[src/rtl/periph_bus_arbiter.sv]
// Two-master round-robin arbiter and transaction sequencer for the 16-bit
// motion peripheral register bus, with a bounded lock for multi-register updates.
module periph_bus_arbiter #(
   parameter int READ_LAT = 1,
   parameter int LOCK_MAX = 8
) (
   input  logic        clk,
   input  logic        rst,
   input  logic        m0_req,
   input  logic        m1_req,
   input  logic        m0_wr,
   input  logic        m1_wr,
   input  logic [3:0]  m0_addr,
   input  logic [3:0]  m1_addr,
   input  logic [15:0] m0_wdata,
   input  logic [15:0] m1_wdata,
   input  logic        m0_lock,
   input  logic        m1_lock,
   output logic        m0_ack,
   output logic        m1_ack,
   output logic [15:0] m0_rdata,
   output logic [15:0] m1_rdata,
   output logic        p_cs,
   output logic        p_rd,
   output logic        p_wr,
   output logic [3:0]  p_addr,
   output logic [15:0] p_din,
   input  logic [15:0] p_dout,
   output logic        busy,
   output logic        owner
);

   typedef enum logic [1:0] {IDLE, ISSUE, WAIT, ACK} state_t;

   localparam logic [2:0] WAIT_INIT  = 3'(READ_LAT - 1);
   localparam logic [3:0] LOCK_LIMIT = 4'(LOCK_MAX);

   state_t      state_q;
   logic        owner_q;
   logic        last_q;
   logic        lock_act_q;
   logic [3:0]  lock_cnt_q;
   logic        cmd_wr_q;
   logic        cmd_lock_q;
   logic [2:0]  wait_cnt_q;
   logic        p_cs_q, p_rd_q, p_wr_q;
   logic [3:0]  p_addr_q;
   logic [15:0] p_din_q;
   logic        m0_ack_q, m1_ack_q;
   logic [15:0] m0_rdata_q, m1_rdata_q;

   logic        own_req, oth_req;
   logic        grant_vld, grant_idx;
   logic        sel_wr, sel_lock;
   logic [3:0]  sel_addr;
   logic [15:0] sel_wdata;

   // A held lock excludes the other master until LOCK_LIMIT is reached while it waits.
   always_comb begin
      own_req   = owner_q ? m1_req : m0_req;
      oth_req   = owner_q ? m0_req : m1_req;
      grant_vld = 1'b0;
      grant_idx = owner_q;
      if (lock_act_q && ((lock_cnt_q < LOCK_LIMIT) || !oth_req)) begin
         grant_vld = own_req;
      end else if (m0_req && m1_req) begin
         grant_vld = 1'b1;
         grant_idx = ~last_q;
      end else if (m0_req || m1_req) begin
         grant_vld = 1'b1;
         grant_idx = m1_req;
      end
   end

   assign sel_wr    = grant_idx ? m1_wr    : m0_wr;
   assign sel_lock  = grant_idx ? m1_lock  : m0_lock;
   assign sel_addr  = grant_idx ? m1_addr  : m0_addr;
   assign sel_wdata = grant_idx ? m1_wdata : m0_wdata;

   always_ff @(posedge clk) begin
      if (rst) begin
         state_q    <= IDLE;
         owner_q    <= 1'b0;
         last_q     <= 1'b1;
         lock_act_q <= 1'b0;
         lock_cnt_q <= 4'd0;
         cmd_wr_q   <= 1'b0;
         cmd_lock_q <= 1'b0;
         wait_cnt_q <= 3'd0;
         p_cs_q     <= 1'b0;
         p_rd_q     <= 1'b0;
         p_wr_q     <= 1'b0;
         p_addr_q   <= 4'd0;
         p_din_q    <= 16'd0;
         m0_ack_q   <= 1'b0;
         m1_ack_q   <= 1'b0;
         m0_rdata_q <= 16'd0;
         m1_rdata_q <= 16'd0;
      end else begin
         case (state_q)
            IDLE: begin
               if (grant_vld) begin
                  owner_q    <= grant_idx;
                  last_q     <= grant_idx;
                  cmd_wr_q   <= sel_wr;
                  cmd_lock_q <= sel_lock;
                  p_addr_q   <= sel_addr;
                  p_din_q    <= sel_wdata;
                  p_cs_q     <= 1'b1;
                  p_wr_q     <= sel_wr;
                  p_rd_q     <= ~sel_wr;
                  if (grant_idx != owner_q) begin
                     lock_act_q <= 1'b0;
                     lock_cnt_q <= 4'd0;
                  end
                  state_q <= ISSUE;
               end
            end
            ISSUE: begin
               p_cs_q     <= 1'b0;
               p_rd_q     <= 1'b0;
               p_wr_q     <= 1'b0;
               wait_cnt_q <= WAIT_INIT;
               if (cmd_wr_q) begin
                  m0_ack_q <= ~owner_q;
                  m1_ack_q <= owner_q;
                  state_q  <= ACK;
               end else begin
                  state_q <= WAIT;
               end
            end
            WAIT: begin
               if (wait_cnt_q == 3'd0) begin
                  if (owner_q) m1_rdata_q <= p_dout;
                  else         m0_rdata_q <= p_dout;
                  m0_ack_q <= ~owner_q;
                  m1_ack_q <= owner_q;
                  state_q  <= ACK;
               end else begin
                  wait_cnt_q <= wait_cnt_q - 3'd1;
               end
            end
            ACK: begin
               m0_ack_q <= 1'b0;
               m1_ack_q <= 1'b0;
               if (cmd_lock_q) begin
                  lock_act_q <= 1'b1;
                  lock_cnt_q <= (lock_cnt_q == 4'hF) ? 4'hF : lock_cnt_q + 4'd1;
               end else begin
                  lock_act_q <= 1'b0;
                  lock_cnt_q <= 4'd0;
               end
               state_q <= IDLE;
            end
            default: state_q <= IDLE;
         endcase
      end
   end

   assign m0_ack   = m0_ack_q;
   assign m1_ack   = m1_ack_q;
   assign m0_rdata = m0_rdata_q;
   assign m1_rdata = m1_rdata_q;
   assign p_cs     = p_cs_q;
   assign p_rd     = p_rd_q;
   assign p_wr     = p_wr_q;
   assign p_addr   = p_addr_q;
   assign p_din    = p_din_q;
   assign busy     = (state_q != IDLE);
   assign owner    = owner_q;

endmodule
[config.mk]
export PLATFORM = sky130hd
export DESIGN_NAME = periph_bus_arbiter
export DESIGN_NICKNAME = d
export VERILOG_FILES = /design/src/rtl/periph_bus_arbiter.sv
export SDC_FILE = /design/constraint.sdc
export NUM_CORES = 1
export LEC_CHECK = 0
export ABC_AREA = 1
export BUFFER_PORTS_ARGS = -buffer_cell sky130_fd_sc_hd__buf_2
export CAP_MARGIN = 20
export CORE_UTILIZATION = 49
export CTS_CLUSTER_DIAMETER = 30
export DETAILED_ROUTE_END_ITERATION = 8
export PLACE_DENSITY = 0.88
export SLEW_MARGIN = 20
export SYNTH_ARGS = -nofsm -noshare
export SYNTH_HDL_FRONTEND = slang
export SYNTH_SLANG_ARGS = --single-unit
[constraint.sdc]
create_clock -name clk -period 1.98 [get_ports clk]
set_clock_uncertainty 0.15 [all_clocks]
set_input_delay 0.198 -clock clk [delete_from_list [all_inputs] [get_ports clk]]
set_output_delay 0.198 -clock clk [all_outputs]
set_load 0.02 [all_outputs]
# After elaboration in Yosys (flattened, before gate mapping)
# Cells that the tools add are included.
[word_totals] register_bits=71 input_bits=64 output_inout_bits=59 word_cells=92
[op_classes] add_sub_neg=2 n_lt_le_gt_ge=1 n_eq_ne=10 muxes=39 bitwise_logic=3 n_reduce_logical=20
[op_table] op="$mux W1" count=21
[op_table] op="$mux W4" count=5
[op_table] op="$mux W16" count=1
[op_table] op="$reduce_and A3 Y1" count=4
[op_table] op="$ne A2 B2 Y1 const B" count=5
[op_table] op="$pmux W1 S2" count=4
[op_table] op="$pmux W2 S4" count=1
[op_table] op="$pmux W4 S2" count=1
[op_table] op="$reduce_and A2 Y1" count=4
[op_table] op="$reduce_bool A2 Y1" count=4
[op_table] op="$pmux W1 S3" count=2
[op_table] op="$pmux W3 S2" count=1
[op_table] op="$add A4 B1 Y4 const B" count=1
[op_table] op="$eq A2 B2 Y1 const B" count=2
[op_table] op="$eq A4 B4 Y1 const B" count=1
[op_table] op="$lt A4 B4 Y1 const B" count=1
[op_table] op="$mux W2" count=2
[op_table] op="$logic_not A3 Y1" count=1
[op_table] op="$mux W3" count=1
[op_table] op="$not A1 Y1" count=3
[op_table] op="$reduce_bool A3 Y1" count=1
[op_table] op="$sub A3 B1 Y3 const B" count=1
[op_table] op="$eq A2 B1 Y1 const B" count=1
[op_table] op="$logic_and A1 B1 Y1" count=2
[op_table] op="other kinds (4)" count=5

# Longest topological paths before layout
# Gate-level depths: netlist (run 1).
[logic_depth] depth_word=9 mapped_depth=12 mapped_depth_nobuf=11

# Worst setup path before layout (run 1)
# No wires, ideal clock.
[synth_timing] path_type="reg-to-reg" startpoint="register wait_cnt_q[0]" endpoint="register m0_rdata_q[10], in the netlist m0_rdata[10]" setup_ps=116 arrival_time_ps=1431 path_slack_ps=283 path_stages_with_launch=10 period_less_slack_ps=1697 path_cell_list="dfxtp_1 -> inv_1 -> ha_1 -> ha_1 -> nand2_1 -> nor2_1 -> inv_1 -> clkbuf_1 -> nor2_1 -> nor2_1"
[synth_via] elab_chain_len=2
[synth_rtl] element="start: declaration" line_no="45" text="logic [2:0] wait_cnt_q;"
[synth_rtl] element="start signal: assignment" line_no="140" text="wait_cnt_q <= wait_cnt_q - 3'd1;"
[synth_rtl] element="$logic_not A3 Y1" line_no="133" text="if (wait_cnt_q == 3'd0) begin"
[synth_rtl] element="$reduce_and A3 Y1 (no line)"
[synth_rtl] element="end signal: assignment" line_no="135" text="else m0_rdata_q <= p_dout;"
[synth_rtl] element="end: declaration" line_no="50" text="logic [15:0] m0_rdata_q, m1_rdata_q;"
# Every way passes these cells.
# A chain may end at the register's enable or synchronous reset.

# Worst setup path after layout (run 1)
[layout_timing] startpoint="register state_q[0]" endpoint="output port busy"
[layout_via] elab_chain_len=1
[layout_rtl] element="start: declaration" line_no="38" text="state_t state_q;"
[layout_rtl] element="start signal: assignment" line_no="82" text="state_q <= IDLE;"
[layout_rtl] element="start signal: assignment" line_no="116" text="state_q <= ISSUE;"
[layout_rtl] element="start signal: assignment" line_no="127" text="state_q <= ACK;"
[layout_rtl] element="$reduce_bool A2 Y1" line_no="169" text="assign busy = (state_q != IDLE);"
[layout_rtl] element="end: declaration" line_no="29" text="output logic busy,"
# Every way passes these cells.

==> flow_summary_export.csv, run 1 <==
group,metric,value,unit
timing,timing.final.crit_share,0.930,
critical_path,ff2ff_setup_slack,180,ps
grt,use_met1,0.287,
place,dp.cells,639,
clock_tree,clk_pin_slew,80,ps
timing,post-route-min-period,1840,ps
power_and_ir_drop,vdd_ir_drop_max,0.000772,V
critical_path,path_max_fanout,6,
route,vias,3435,
place,place.gp.congestion,0.904,
critical_path,cp-start-kind,"flop",
clock_tree,clkLatencyLatePin,340,ps
route,avgViaCountPerCell,5.01,
route,drt-pass1-iter-count,4,
clock_tree,cts_setup_buffers,0,
route,first_iter_violations,128,
grt,grt_antenna_before_repair,0,
critical_path,crit_arrival,1490,ps
synthesis,ys_warn_count,0,
run,drv_cap,0,
synthesis,synth_top_area_cell,"dfxtp_1",
clock_tree,cts_tree,"done",
route,post_drt_wl_per_cell,12.7,um
cells_and_area,final_layout_size_suffix_gt1_frac,0.263,
critical_path,crit_path_end_kind,"output port",
grt,grt_usage,0.262,
power_and_ir_drop,p_leak,0.00214,uW
die,die-area,6850,um^2
die,ios,123,
critical_path,critPathTopFamily,"buffers and inverters",
die,fp.dieW,82.7,um
timing,grt_setup_unrepaired,"true",
route,ant_nets,0,
clock_tree,root_buffer,"clkbuf_8",
cells_and_area,final_nets,675,
grt,grt-busiest-layer,"met2",
place,placed_cell_area,3860,um^2
synthesis,synth-seq-cells,71,
grt,met2_usage,0.486,
cells_and_area,fin_cells,685,
clock_tree,numCtsBuffers,9,
synthesis,ys_top_cells_by_area,"dfxtp_1 (44%), nand2_1 (11%), nor2_1 (9.9%), o21ai_0 (7.1%), a21oi_1 (4.9%)",
die,die_y,82.7,um
grt,grt_pass1_wl,13500,um
clock_tree,cts.sinks,71,
synthesis,synthDistinctLibCells,25,
critical_path,worst-path-buf-inv,3,
place,place_hpwl,5550,um
grt,overflow,0,
cells_and_area,n_antenna_cell,0,
grt,grt_pass1_vias,3061,
route,drcViolationCount,0,
die,initial_core_util,0.506,
critical_path,cp_cell_sequence,"inv_1 > ha_1 > inv_2 > buf_2",
power_and_ir_drop,p_per_area,1200,nW/um^2
critical_path,required,1630,ps
synthesis,syn_area_per_cell,7.08,um^2
critical_path,slowest_stage,"dfxtp_1",
worst_hold_path,hp-class,"in -> reg",
timing,setup_violations,0,
timing,timing.fmax,543,MHz
synthesis,netlist_area,3190,um^2
synthesis,postSynthCellCount,451,
timing,hold_viol_final,0,
cells_and_area,design_area,4380,um^2
die,num_rows,29,
timing,tightest_slew,489,ps
grt,grt_start_max_net_pins,33,
clock_tree,cts_max_level,3,
timing,slew_viol_final,0,
die,core,6310,um^2
critical_path,max_stage_delay,440,ps
synthesis,synth_top_area_frac,0.445,
route,finalWirelength,8710,um
timing,max_slew_margin,0.674,
run_status,status,"finished, final reports clean",
place,port-buffer-count,122,
critical_path,path_class,"reg -> out",
clock_tree,clockBufferDepth,2,
synthesis,syn_nets,523,
grt,grt.met3_usage,0.0692,
cells_and_area,area_delta_synth_final,37.1,%
synthesis,yosysSeqAreaShare,0.445,
-- repair_timing --
item	4_1_cts	5_1_grt
endpoints found under the hold margin	30	0
hold buffers	30	0
resized for setup	0	4
setup endpoints to repair	0	8
-- layer usage --
metal | vias up | wire, um
met3 | 12 | 584
met4 | 0 | 140
met1 | 1544 | 3660
met2 | 131 | 4330
li1 | 1748 | -
met5 | - | 0
-- tightest hold or removal path, stage by stage --
cell and delay (ps):
buf_2 80, nand2_1 40, nand2_1 50, nor2_1 30, nor2_1 70
-- report_power, final --
part           total [uW]  switching [uW]  internal (uW)
Clock                1190             538            653
Sequential           1960             197           1770
Combinational        2080            1360            718
Total                5240            2100           3140
-- per-stage QoR --
step | power [uW] | setup TNS [ps] | utilization | hold slack [ps] | setup WS [ps]
6_report | 5240 | 0 | 0.693 | 11.6 | 139
2_1_floorplan | 3360 | 0 | - | 183 | 283
4_1_cts | 5220 | 0 | 0.691 | 0.410 | 28.2
5_1_grt | 5610 | -0.0924 | 0.693 | 9.09 | -0.0924
3_3_place_gp | 3920 | 0 | 0.611 | 277 | 278
3_5_place_dp | 3980 | 0 | 0.611 | 282 | 204
-- cell usage in the layout (no fill, tap or decap), drive strengths merged, types with 2 or more instances in the layout --
cell type and count:
buf 132, nand2 94, nor2 86, dfxtp 71, o21ai 57, inv 43
a21oi 31, dlygate4sd3 30, nand3 29, clkbuf 12, ha 8, o211ai 3
a31oi 2, o22ai 2, a211oi 2, clkinvlp 2
-- cell usage after synthesis --
| cell type | n |
|---|---|
| o22ai_1 | 2 |
| nand2_1 | 92 |
| nor2_2 | 1 |
| inv_4 | 1 |
| dfxtp_1 | 71 |
| nor2_4 | 1 |
| a21oi_1 | 31 |
| buf_6 | 2 |
| nor3_1 | 1 |
| inv_2 | 1 |
| ha_1 | 8 |
| a31oi_4 | 2 |
| a211oi_1 | 2 |
| nand3_2 | 1 |
| o21ai_1 | 11 |
| o21ai_0 | 45 |
| nand3_1 | 28 |
| nor2_1 | 84 |
| o21ai_2 | 1 |
| buf_4 | 7 |
| clkbuf_1 | 12 |
| inv_1 | 41 |
| nand2_2 | 2 |
| nor4_1 | 1 |
| o211ai_1 | 3 |
-- cell families (layout without fill, tap and decap cells) --
group,Yosys count,in the layout,share of synthesized area
fa+ha+maj,8,8,0.0313
simple gates,211,211,0.267
buf+inv,64,221,0.0889
compound gates,97,97,0.168
flops,71,71,0.445
-- state kept, by name, summed over array words and instances (netlist names) --
name / count
cmd_lock_q: 1
cmd_wr_q: 1
last_q: 1
lock_act_q: 1
lock_cnt_q: 4
m0_ack: 1
m0_rdata: 16
m1_ack: 1
m1_rdata: 16
owner: 1
p_addr: 4
p_cs: 1
p_din: 16
p_rd: 1
p_wr: 1
state_q: 2
wait_cnt_q: 3
-- layout make-up --
class / count / area, um^2
fillers: 512 / 1940
multi-input cells: 316 / 1500
flip-flops and latches: 71 / 1420
repair buffers: 162 / 986
inverters: 43 / 164
clock buffers: 12 / 155
well taps: 77 / 96.3
clock inverters: 4 / 53.8
-- worst paths after layout --
path | cells after the start | endpoint | from
max | 4 | busy | state_q[0]
min | 5 | p_din[11] | m1_wdata[11]
max reg2reg | 11 | p_din[4] | owner
min reg2reg | 2 | m1_rdata[3] | m1_rdata[3]
(Power assumes the default switching activity.)
==> inputs of run 2 (changes only) <==
- CORE_MARGIN: not set -> 2
==> flow_summary_export.csv, run 2 (same netlist as run 1, synthesis figures left out) <==
group,metric,value,unit
route,drt-pass1-iter-count,7,
route,top_layer_used,"met4",
cells_and_area,final_common_cell,"buf_2",
timing,grt_setup_unrepaired,"true",
grt,grt_pass1_vias,3147,
worst_hold_path,hp-class,"in -> reg",
clock_tree,numCtsBuffers,9,
critical_path,crit_arrival,1520,ps
cells_and_area,n_antenna_cell,0,
clock_tree,clockBufferDepth,2,
critical_path,crit_path_end_kind,"output port",
power_and_ir_drop,totalPowerFinal,5160,uW
clock_tree,root_buffer,"clkbuf_8",
clock_tree,cts_tree,"done",
route,avgViaCountPerCell,5.11,
cells_and_area,final_nets,660,
run_status,status,"finished, final reports clean",
cells_and_area,fillCellCount,508,
die,core,6310,um^2
critical_path,max_stage_delay,450,ps
die,initial_core_util,0.506,
critical_path,slowest_stage,"dfxtp_1",
cells_and_area,area_delta_synth_final,32.5,%
route,finalWirelength,8290,um
route,first_iter_violations,191,
clock_tree,cts_max_level,3,
critical_path,required,1630,ps
place,place_hpwl,5670,um
route,route.met3.wl,567,um
grt,grt_pass1_wl,13800,um
clock_tree,cts_setup_buffers,0,
route,met2WireLength,4000,um
route,ant_nets,0,
grt,grt_start_max_net_pins,56,
die,die_y,84.7,um
power_and_ir_drop,p_leak,0.00208,uW
place,port-buffer-count,122,
critical_path,cp_cell_sequence,"inv_1 > ha_1 > inv_2 > buf_2",
critical_path,path_class,"reg -> out",
timing,whs,4.59,ps
timing,timing.fmax,534,MHz
critical_path,cp-start-kind,"flop",
critical_path,path_max_fanout,6,
die,fp.dieW,84.7,um
route,vias,3425,
die,die-area,7180,um^2
grt,grt_antenna_before_repair,0,
die,ios,123,
grt,overflow,0,
timing,tightest_slew,506,ps
cells_and_area,final_cell_mix,"buf_2 (122), nand2_1 (92), nor2_1 (84), dfxtp_1 (71), o21ai_0 (45)",
cells_and_area,final_layout_size_suffix_gt1_frac,0.261,
timing,slew_viol_final,0,
timing,finalSetupTns,0,ps
route,wl_met1,3560,um
grt,grt_usage,0.234,
clock_tree,cts.sinks,71,
power_and_ir_drop,p_per_area,1220,nW/um^2
die,num_rows,29,
timing,timing.final.crit_share,0.945,
route,post_drt_wl_per_cell,12.4,um
timing,setup_violations,0,
power_and_ir_drop,vdd_ir_drop_max,0.000678,V
clock_tree,clkLatencyLatePin,340,ps
timing,max_slew_margin,0.662,
timing,post-route-min-period,1870,ps
route,drcViolationCount,0,
timing,hold_viol_final,0,
place,place.gp.congestion,0.896,
run,drv_cap,0,
critical_path,critPathTopFamily,"buffers and inverters",
critical_path,worst-path-buf-inv,3,
clock_tree,clk_pin_slew,80,ps
==> run 2: cell types whose count changed in the layout (fill, tap and decap cells not counted), moves of 2 or more <==
| cell | previous run | this run |
|---|---|---|
| clkinv_2 | 0 | 3 |
| clkbuf_8 | 11 | 9 |
| buf_4 | 10 | 5 |
| dlygate4sd3_1 | 30 | 18 |
| buf_12 | 0 | 2 |
==> run 2: tightest hold or removal path, stage by stage <==
cell     delay, ps
buf_2           70
nand2_1         40
nand2_1         50
nor2_1          30
nor2_1          70
==> run 2: stage by stage <==
stage	util	std cells	area [um^2]	setup slack (ps)
after floorplan	-	451	3190	283
after global placement	0.611	636	3860	215
after detailed placement	0.611	636	3860	166
after CTS	0.670	670	4230	49.1
after global routing	0.670	670	4230	-9.12
final	0.670	670	4230	108
==> run 2: repair_timing <==
| action | 4_1_cts | 5_1_grt |
|---|---|---|
| setup endpoints to repair | 0 | 25 |
| endpoints found under the hold margin | 18 | 0 |
| gates resized for setup | 0 | 2 |
| hold buffers | 18 | 0 |
==> run 2: worst paths after layout <==
kind	from	slack [ps]	end	depth (start not counted)
hold / removal	m1_wdata[12]	5	p_din[12]	5
setup / recovery	state_q[0]	110	busy	4
hold reg to reg	m1_rdata[1]	290	m1_rdata[1]	2
setup reg to reg	owner	170	owner	6
==> run 2: power breakdown <==
part | switching (uW) | internal [uW] | leakage, uW | total [uW]
Sequential | 193 | 1770 | 0.000581 | 1960
Clock | 540 | 578 | 0.0000960 | 1120
Combinational | 1350 | 725 | 0.00140 | 2080
==> run 2: per-layer routing <==
layer,global-route usage,vias to the layer above
met5,0,-
met4,0.0823,0
met3,0.0669,16
met2,0.412,135
met1,0.272,1548
li1,-,1726
==> run 2: area by class of cell <==
cell class / count / area [um^2] / area share
multi-input cells: 316 / 1490 / 0.353
flip-flops and latches: 71 / 1420 / 0.336
clock inverters: 6 / 61.3 / 0.0145
repair buffers: 147 / 868 / 0.205
well taps: 77 / 96.3 / 0.0228
clock buffers: 10 / 128 / 0.0302
inverters: 43 / 164 / 0.0387
==> inputs of run 3 (changes only) <==
- CORE_UTILIZATION: 49 -> 45
- GPL_TIMING_DRIVEN: not set -> 0
- PLACE_DENSITY: 0.88 -> 0.82
==> flow_summary_export.csv, run 3 (same netlist as run 1, synthesis figures left out) <==
group,metric,value,unit
route,post_drt_wl_per_cell,12.7,um
route,top_layer_used,"met4",
die,die_y,88.3,um
run,drv_cap,0,
grt,grt_pass1_vias,3464,
grt,grt_antenna_before_repair,0,
cells_and_area,final_layout_size_suffix_gt1_frac,0.250,
clock_tree,cts_max_level,3,
die,die-area,7790,um^2
power_and_ir_drop,p_per_area,1130,nW/um^2
route,first_iter_violations,103,
die,fp.dieW,88.3,um
critical_path,max_stage_delay,440,ps
cells_and_area,fin_cells,728,
route,vias,3516,
die,ios,123,
power_and_ir_drop,p_comb_frac,0.409,
power_and_ir_drop,p_leak,0.00220,uW
critical_path,required,1630,ps
critical_path,slowest_stage,"dfxtp_1",
place,dp_worst_setup_slack,-35.0,ps
power_and_ir_drop,p_seq_frac,0.379,
place,dp.cells,668,
critical_path,cp_cell_sequence,"inv_1 > ha_1 > inv_2 > buf_2",
timing,timing.fmax,536,MHz
route,wl_met1,3700,um
timing,layout_setup_ws,115,ps
clock_tree,root_buffer,"clkbuf_8",
worst_hold_path,hp-class,"in -> reg",
timing,finalSetupTns,0,ps
power_and_ir_drop,swShare,0.404,
route,met2WireLength,4540,um
timing,slew_viol_final,0,
power_and_ir_drop,power_switching,2090,uW
route,drcViolationCount,0,
cells_and_area,fillCellCount,597,
clock_tree,clkLatencyLatePin,350,ps
critical_path,crit_arrival,1520,ps
timing,max_slew_margin,0.697,
critical_path,crit_path_end_kind,"output port",
route,ant_nets,0,
clock_tree,cts.sinks,71,
die,initial_core_util,0.468,
run_status,status,"finished, final reports clean",
cells_and_area,final_nets,700,
cells_and_area,finish.utilization,0.669,
power_and_ir_drop,intPower,3090,uW
timing,post-route-min-period,1860,ps
timing,setup_violations,0,
place,port-buffer-count,121,
cells_and_area,area_delta_synth_final,43.0,%
route,avgViaCountPerCell,4.83,
power_and_ir_drop,clkPwrFrac,0.212,
critical_path,path_class,"reg -> out",
clock_tree,clk_pin_slew,70,ps
clock_tree,numCtsBuffers,9,
cells_and_area,final_common_cell,"buf_2",
cells_and_area,final_cell_mix,"buf_2 (121), nand2_1 (92), nor2_1 (82), dfxtp_1 (71), dlygate4sd3_1 (46)",
critical_path,cp-start-kind,"flop",
cells_and_area,n_antenna_cell,0,
grt,grt_usage,0.243,
grt,overflow,0,
timing,tightest_slew,454,ps
timing,timing.final.crit_share,0.942,
die,num_rows,30,
timing,grt_setup_unrepaired,"false",
grt,grt_pass1_wl,14800,um
route,finalWirelength,9250,um
place,place.gp.congestion,0.876,
clock_tree,cts_tree,"done",
power_and_ir_drop,totalPowerFinal,5180,uW
die,core,6830,um^2
critical_path,path_max_fanout,6,
power_and_ir_drop,vdd_ir_drop_max,0.000690,V
grt,grt_start_max_net_pins,12,
place,place_hpwl,6080,um
route,drt-pass1-iter-count,4,
route,route.met3.wl,726,um
clock_tree,clockBufferDepth,2,
timing,hold_viol_final,0,
==> run 3: changes by cell type in the layout (fill, tap and decap cells not counted), sizes merged <==
| cell | change |
|---|---|
| buf | +1 |
| clkbuf | +12 |
| clkinv | -2 |
| dlygate4sd3 | +28 |
==> run 3: routing by layer <==
| layer | GRT usage | vias to the layer above |
|---|---|---|
| li1 | - | 1799 |
| met1 | 0.257 | 1557 |
| met2 | 0.434 | 130 |
| met3 | 0.0625 | 30 |
| met4 | 0.140 | 0 |
| met5 | 0 | - |
==> run 3: per-stage QoR <==
step	hold slack, ps	area, um^2
6_report	11.9	4570
5_1_grt	37.8	4570
4_1_cts	0.651	4560
3_5_place_dp	284	3920
3_3_place_gp	278	3920
2_1_floorplan	183	3190
==> run 3: path summary, 6_finish.rpt <==
check               startpoint            to  slack [ps]  depth (start not counted)
setup / recovery    state_q[0]          busy         120                          4
hold / removal     m0_wdata[4]      p_din[4]          10                          5
setup reg to reg    state_q[0]        m1_ack         190                          8
hold reg to reg   m1_rdata[12]  m1_rdata[12]         290                          2
==> run 3: final cells by class <==
type                            instances  area [um^2]  area share
Multi-Input combinational cell        316         1500       0.328
Sequential cell                        71         1420       0.311
Clock inverter                          4         47.5      0.0104
Inverter                               43          164      0.0359
Clock buffer                           11          131      0.0288
Tap cell                               96          120      0.0263
Timing Repair Buffer                  167         1070       0.233
Buffer                                 20          119      0.0260
==> run 3: worst max-delay path, delay by kind of cell, from the launching register on <==
kind,cells,cell delay [ps]
DFF,1,440
adders and majority gates,1,280
buffers and inverters,3,440
==> run 3: what timing repair did <==
item,4_1_cts,5_1_grt
endpoints found under the hold margin,40,0
setup buffers,0,0
pin swaps,0,0
hold buffers,46,0
setup endpoints to repair,10,19
gates resized for setup,1,7
==> run 3: power by group through the flow <==
stage          clock [uW]  combinational, uW  sequential (uW)
2_1_floorplan           0               1040             2320
3_3_place_gp            0               1980             1970
3_5_place_dp            0               2020             1980
4_1_cts              1110               2100             1960
5_1_grt              1170               2360             1990
6_report             1100               2120             1960
